<file path="src/rtl/regwrite_arbiter.sv">
// Register file write-port arbiter: pipeline writeback has priority,
// muldiv results queue in a FIFO, and a scoreboard tracks pending rd.
module regwrite_arbiter #(
  parameter int DEPTH = 4,
  parameter int XLEN  = 32
) (
  input  logic                     clk,
  input  logic                     reset,
  input  logic                     wb_en,
  input  logic [4:0]               wb_rd,
  input  logic [XLEN-1:0]          wb_data,
  input  logic                     md_issue,
  input  logic [4:0]               md_issue_rd,
  input  logic                     md_valid,
  output logic                     md_ready,
  input  logic [4:0]               md_rd,
  input  logic [XLEN-1:0]          md_data,
  input  logic [4:0]               q_rs1,
  input  logic [4:0]               q_rs2,
  output logic                     q_busy1,
  output logic                     q_busy2,
  output logic                     rf_we,
  output logic [4:0]               rf_a3,
  output logic [XLEN-1:0]          rf_wd3,
  output logic [$clog2(DEPTH):0]   fifo_count
);

  localparam int PW = $clog2(DEPTH);
  localparam int CW = PW + 1;

  logic [XLEN-1:0] dat_q [DEPTH];
  logic [4:0]      rd_q  [DEPTH];
  logic [PW-1:0]   wp_q, rp_q;
  logic [CW-1:0]   cnt_q;
  logic [31:0]     pend_q, pend_d;
  logic            we_q;
  logic [4:0]      a3_q;
  logic [XLEN-1:0] wd_q;

  logic wb_take, pop, push, full;

  assign wb_take = wb_en & (wb_rd != 5'd0);
  assign full    = (cnt_q == CW'(DEPTH));
  assign pop     = ~wb_take & (cnt_q != '0);
  assign push    = md_valid & md_ready & (md_rd != 5'd0);

  assign md_ready   = ~full & ~reset;
  assign fifo_count = cnt_q;
  assign rf_we      = we_q;
  assign rf_a3      = a3_q;
  assign rf_wd3     = wd_q;
  assign q_busy1    = pend_q[q_rs1];
  assign q_busy2    = pend_q[q_rs2];

  // A new issue outranks the retiring pop of the same register.
  always_comb begin
    pend_d = pend_q;
    if (pop) pend_d[rd_q[rp_q]] = 1'b0;
    if (md_issue) pend_d[md_issue_rd] = 1'b1;
    pend_d[0] = 1'b0;
  end

  always_ff @(posedge clk) begin
    if (push) begin
      dat_q[wp_q] <= md_data;
      rd_q[wp_q]  <= md_rd;
    end
  end

  always_ff @(posedge clk) begin
    if (reset) begin
      wp_q   <= '0;
      rp_q   <= '0;
      cnt_q  <= '0;
      pend_q <= '0;
      we_q   <= 1'b0;
      a3_q   <= '0;
      wd_q   <= '0;
    end else begin
      if (push) wp_q <= wp_q + 1'b1;
      if (pop)  rp_q <= rp_q + 1'b1;
      cnt_q  <= cnt_q + CW'(push) - CW'(pop);
      pend_q <= pend_d;
      unique case (1'b1)
        wb_take: begin
          we_q <= 1'b1;
          a3_q <= wb_rd;
          wd_q <= wb_data;
        end
        pop: begin
          we_q <= 1'b1;
          a3_q <= rd_q[rp_q];
          wd_q <= dat_q[rp_q];
        end
        default: we_q <= 1'b0;
      endcase
    end
  end

endmodule

</file>
<file path="config.mk">
export PLATFORM = sky130hd
export DESIGN_NAME = regwrite_arbiter
export DESIGN_NICKNAME = d
export VERILOG_FILES = /design/src/rtl/regwrite_arbiter.sv
export SDC_FILE = /design/constraint.sdc
export NUM_CORES = 1
export LEC_CHECK = 0
export ABC_AREA = 0
export CORE_MARGIN = 10
export CORE_UTILIZATION = 45
export DETAILED_ROUTE_END_ITERATION = 6
export PLACE_DENSITY = 0.68
export SYNTH_ARGS = -nofsm -noshare
export SYNTH_HDL_FRONTEND = slang
export SYNTH_SLANG_ARGS = --single-unit
</file>
<file path="constraint.sdc">
create_clock -name clk -period 5.96 [get_ports clk]
set_input_delay 0.894 -clock clk [delete_from_list [all_inputs] [get_ports clk]]
set_output_delay 0.894 -clock clk [all_outputs]
set_load 0.005 [all_outputs]
</file>
# Word-level counts from Yosys, hierarchy flattened
# Memory sizes are Yosys's and may differ from the RTL's. A register that Yosys moved wholly into a read port is not among the register bits.
# Index checks and enable logic that the tools add are counted.
word_totals:
  mem_bits_rw: 148
  wordCells: 58
  ff_bits: 77
  n_memories: 2
  output_inout_bits: 44
  inputBits: 94
classes:
  eq_ne: 1
  bitwise: 11
  n_mux: 19
  magnitude_cmp: 6
  reduce_logical: 7
  add_sub_neg: 4
memory_table:
  columns: ["memory", "depth", "word_bits", "rd", "rd_ports_with_merged_regs", "wr", "line_no", "text"]
  rows:
  - ["dat_q", 4, 32, 1, 1, 1, "31", "logic [XLEN-1:0] dat_q [DEPTH];"]
  - ["rd_q", 4, 5, 1, 1, 1, "32", "logic [4:0] rd_q [DEPTH];"]
op_table:
  columns: ["operator", "n"]
  rows:
  - ["32-bit 2-to-1 mux", 2]
  - ["32-bit one-hot mux with 2 select lines", 1]
  - ["32-bit bitwise AND", 1]
  - ["32-bit inverter", 1]
  - ["32-bit bitwise OR", 1]
  - ["5-bit by 6-bit less-than comparator with 1-bit output, second input constant", 4]
  - ["1-bit binary-select mux with 5-bit select", 2]
  - ["1-bit demux with 5-bit select", 2]
  - ["5-bit by 1-bit >= comparator with 1-bit output, second input constant", 2]
  - ["5-bit one-hot mux with 2 select lines", 1]
  - ["5-bit nonzero test", 2]
  - ["2-bit 2-to-1 mux", 4]
  - ["1-bit 2-to-1 mux", 7]
  - ["1-bit bitwise AND", 5]
  - ["2-bit by 1-bit adder with 2-bit output, second input constant", 2]
  - ["3-bit by 1-bit adder with 3-bit output", 1]
  - ["3-bit == test, second input constant", 1]
  - ["1-bit inverter", 3]
  - ["3-bit nonzero test", 1]
  - ["3-bit by 1-bit subtractor with 3-bit output", 1]
  - ["1-bit logical AND", 2]
  - ["2-bit nonzero test", 1]
  - ["2-bit OR reduction", 1]

# Depth between registers and ports, before layout
depth:
  ltp_word: 9
  mapped_depth: 11
  mapped_depth_nobuf: 11

# Worst setup path before layout
# No wires, ideal clock.
synth_timing:
  path_kind: "input-to-output"
  from: "in q_rs2[1]"
  to: "out q_busy2"
  n_path_buf: 1
  t_required_ns: 5.066
  arrival_time_ns: 2.377
  path_slack_ns: 2.689
  path_stages: 5
  cell_sequence: "clkbuf_1 > mux4_2 > a22oi_1 > o211ai_1 > mux2_2"
synth_between:
  elab_chain_cells: 2
synth_rtl:
  columns: ["item", "line_no", "text"]
  rows:
  - ["start, declared", "19", "input logic [4:0] q_rs2,"]
  - ["1-bit binary-select mux with 5-bit select", "53", "assign q_busy2 = pend_q[q_rs2];"]
  - ["1-bit 2-to-1 mux (not written as such)", "53", null]
  - ["end, declared", "21", "output logic q_busy2,"]
# Every way passes these cells. The select of a mux whose other input is x is not followed.

# Final worst setup path
# Same ends and word-level chain as after synthesis.

==> results.cfg <==
[sta]
finalSetupTns_ns = 0
slew_headroom_pct = 17.5
finalMaxSlewViolations = 0
tightest_slew_ns = 1.23
hold_ws_ns = 0.487
clock.fmax_mhz = 241
clock_skew_ns = 0.0172
fin_ws_ns = 1.81
hold_viol_final = 0
period_minus_slack_ns = 4.15
rsz0062_at_grt = no
post-route-period-util_pct = 69.6
finalSetupViolations = 0

[synthesis]
synth_area_per_cell_um2 = 13.9
synth_top_area_share_pct = 47.0
synth.distinct_cells = 45
syn_inst = 678
yosysWarnings = 0
syn-num-nets = 779
synthArstFlopShare_pct = 0
synthFlopType = edfxtp_1
ys_seq_elements = 226
synth_area_leader_cell = edfxtp_1
synth_area_um2 = 9450
synth_enable_flop_cells = 148
yosys-top-cells-area = edfxtp_1 (47%), dfxtp_1 (17%), mux4_2 (11%), nand2_1 (3.9%), a311oi_1 (3.8%)
ys_seq_area_share_pct = 63.5

[route]
antenna_left = 0
wl_per_cell_um = 22.2
drt_iter0_markers = 426
vias = 6265
drtPass1Iterations = 6
via_per_inst = 5.77
drcViolationCount = 0
wirelength_um = 24100

[setup_path]
critPathTopFamily = buffers and inverters
worstSetupPathType = primary input to primary output
cpMostUsedCell = clkdlybuf4s50_1
path_max_fanout = 10
critical_path.endpoint_type = primary output
slowest_stage = clkdlybuf4s50_1
critPathLaunchType = primary input
cp_cell_sequence = clkdlybuf4s50_1 -> mux4_2 -> a22oi_1 -> o211ai_1 -> mux2_2 -> clkdlybuf4s50_1
worst-r2r-cell-count = 11
max_stage_delay_ns = 0.78
critical_path_arrival_ns = 3.25
cp_num_buf_inv = 2
crit_cells = 6
required_ns = 5.07

[clocking]
h-tree-depth = 1
cts_buffers = 23
cts_tree = done
clk_path_buf_depth = 3
ctsResizeCount = 0
cts.sinks = 226
postCtsSetupRepairBufs = 0
cts_hold_buffers = 0
cts_root_buffer = clkbuf_16
clk_latency_ns = 0.50
path_clk_slew_ns = 0.05

[flow_run]
drv_cap = 0

[worst_hold_path]
min_path_type = flop to flop
min_delay_path_depth = 2

[placed_design]
dp_hpwl_um = 16400
place_ws_ns = 1.79
place.gp.congestion = 0.959
portBuffers = 137

[power]
power_density_nw_per_um2 = 366
peakVddDrop_mv = 0.321
power.leakage_nw = 3.81
p_total_mw = 4.30

[layout]
num_antenna_cells = 0
final_layout_size_suffix_gt1_share_pct = 13.5
fin_nets = 901
syn_to_final_growth_pct = 24.2

[floorplanning]
row_count = 52
die_h_um = 165
io_pins = 138
core_um2 = 20400
die_area_um2 = 27200
initial_core_util_pct = 46.3
chipWidth_um = 165

[global_routing]
antenna_found_initial = 0
grt_overflow = 0
grt_first_pass_wirelength_um = 37300
grt_pass1_vias = 6587
grt_max_degree = 79
grt_usage_pct = 17.5

[run_status]
outcome = finished clean
-- layer usage --
| layer | up-vias | GRT usage, % | part of all wire (%) |
|---|---|---|---|
| met2 | 219 | 29.9 | 50 |
| met1 | 3114 | 22.0 | 41 |
| met4 | 0 | 5.56 | 2.6 |
| li1 | 2877 | - | - |
| met3 | 55 | 3.14 | 5.9 |
| met5 | - | 0 | 0 |
-- through the flow --
stage	area (um2)	cells	utilization [%]
after floorplan	9450	678	-
after global placement	11000	1045	54.0
after detailed placement	11000	1045	54.0
after CTS	11700	1086	57.5
after global routing	11700	1086	57.5
final	11700	1086	57.5
-- where the power goes --
| part | total [mW] | internal [mW] | switching [mW] |
|---|---|---|---|
| Sequential | 1.88 | 1.80 | 0.0832 |
| Clock | 1.35 | 0.779 | 0.567 |
| Combinational | 1.07 | 0.459 | 0.611 |
-- sequential cells by signal, indices dropped and copies added (netlist names), named ones only --
register and flops:
dat_q 128, rf_wd3 32, pend_q 31, rd_q 20, rf_a3 5, fifo_count 3, rp_q 2, wp_q 2
rf_we 1
-- cells in the final DEF, fill, tap and decap left out, types with 4 or more instances in the layout --
cell type / instances
edfxtp_1: 148
clkdlybuf4s50_1: 136
nand2_1: 97
dfxtp_1: 76
nor2_1: 55
mux4_2: 48
a311oi_1: 41
a21oi_1: 34
clkbuf_16: 23
a211oi_1: 15
mux2i_1: 13
o41ai_1: 11
inv_1: 8
o41ai_2: 8
buf_4: 8
nor3b_1: 6
and2_1: 6
ha_1: 6
clkbuf_1: 6
clkinv_2: 5
and3_1: 4
and3_2: 4
nand4_1: 4
-- worst register-to-register path, delay by kind of cell, from the launching register on --
kind / cells / cell delay, ns
AND/OR/NAND/NOR: 3 / 0.46
adder cells (fa/ha/maj): 3 / 0.85
flip-flops: 1 / 0.45
buffers and inverters: 2 / 0.09
AO/OA/AOI/OAI: 1 / 0.63
XOR/XNOR: 2 / 0.37
-- cells by family after synthesis --
kind of cell | count (synthesis) | synth area share [%]
muxes | 63 | 13.1
adders and majority gates | 7 | 1.01
buffers and inverters | 57 | 2.51
xor gates and xnor gates | 4 | 0.371
and+or+nand+nor | 199 | 9.29
AOI/OAI and AO/OA | 122 | 10.2
DFF | 226 | 63.5
-- synthesized netlist by cell type, drive strengths merged, types with 6 or more instances --
master and n:
nor3b 6, and3 8, a21oi 34, mux4 48, and2 6, dfxtp 78
mux2i 13, clkbuf 36, inv 9, edfxtp 148, a211oi 15, ha 6
buf 12, o41ai 19, a311oi 41, nand2 97, nor2 55
-- final timing paths --
| check | from | to | slack (ns) |
|---|---|---|---|
| worst max-delay path | q_rs2[1] | q_busy2 | 1.81 |
| worst max register to register | fifo_count[1] | fifo_count[2] | 2.97 |
| worst min-delay path | rf_wd3[17] | rf_wd3[17] | 0.49 |
| worst min register to register | rf_wd3[17] | rf_wd3[17] | 0.49 |
-- layout make-up --
cell class,instances,area [um2]
Clock buffer,31,626
Clock inverter,10,78.8
Fill cell,1655,8690
Inverter,9,33.8
Multi-Input combinational cell,395,3230
Sequential cell,226,6010
Tap cell,270,338
Timing Repair Buffer,145,1430
Note: power is estimated with default switching activity, not from simulation.
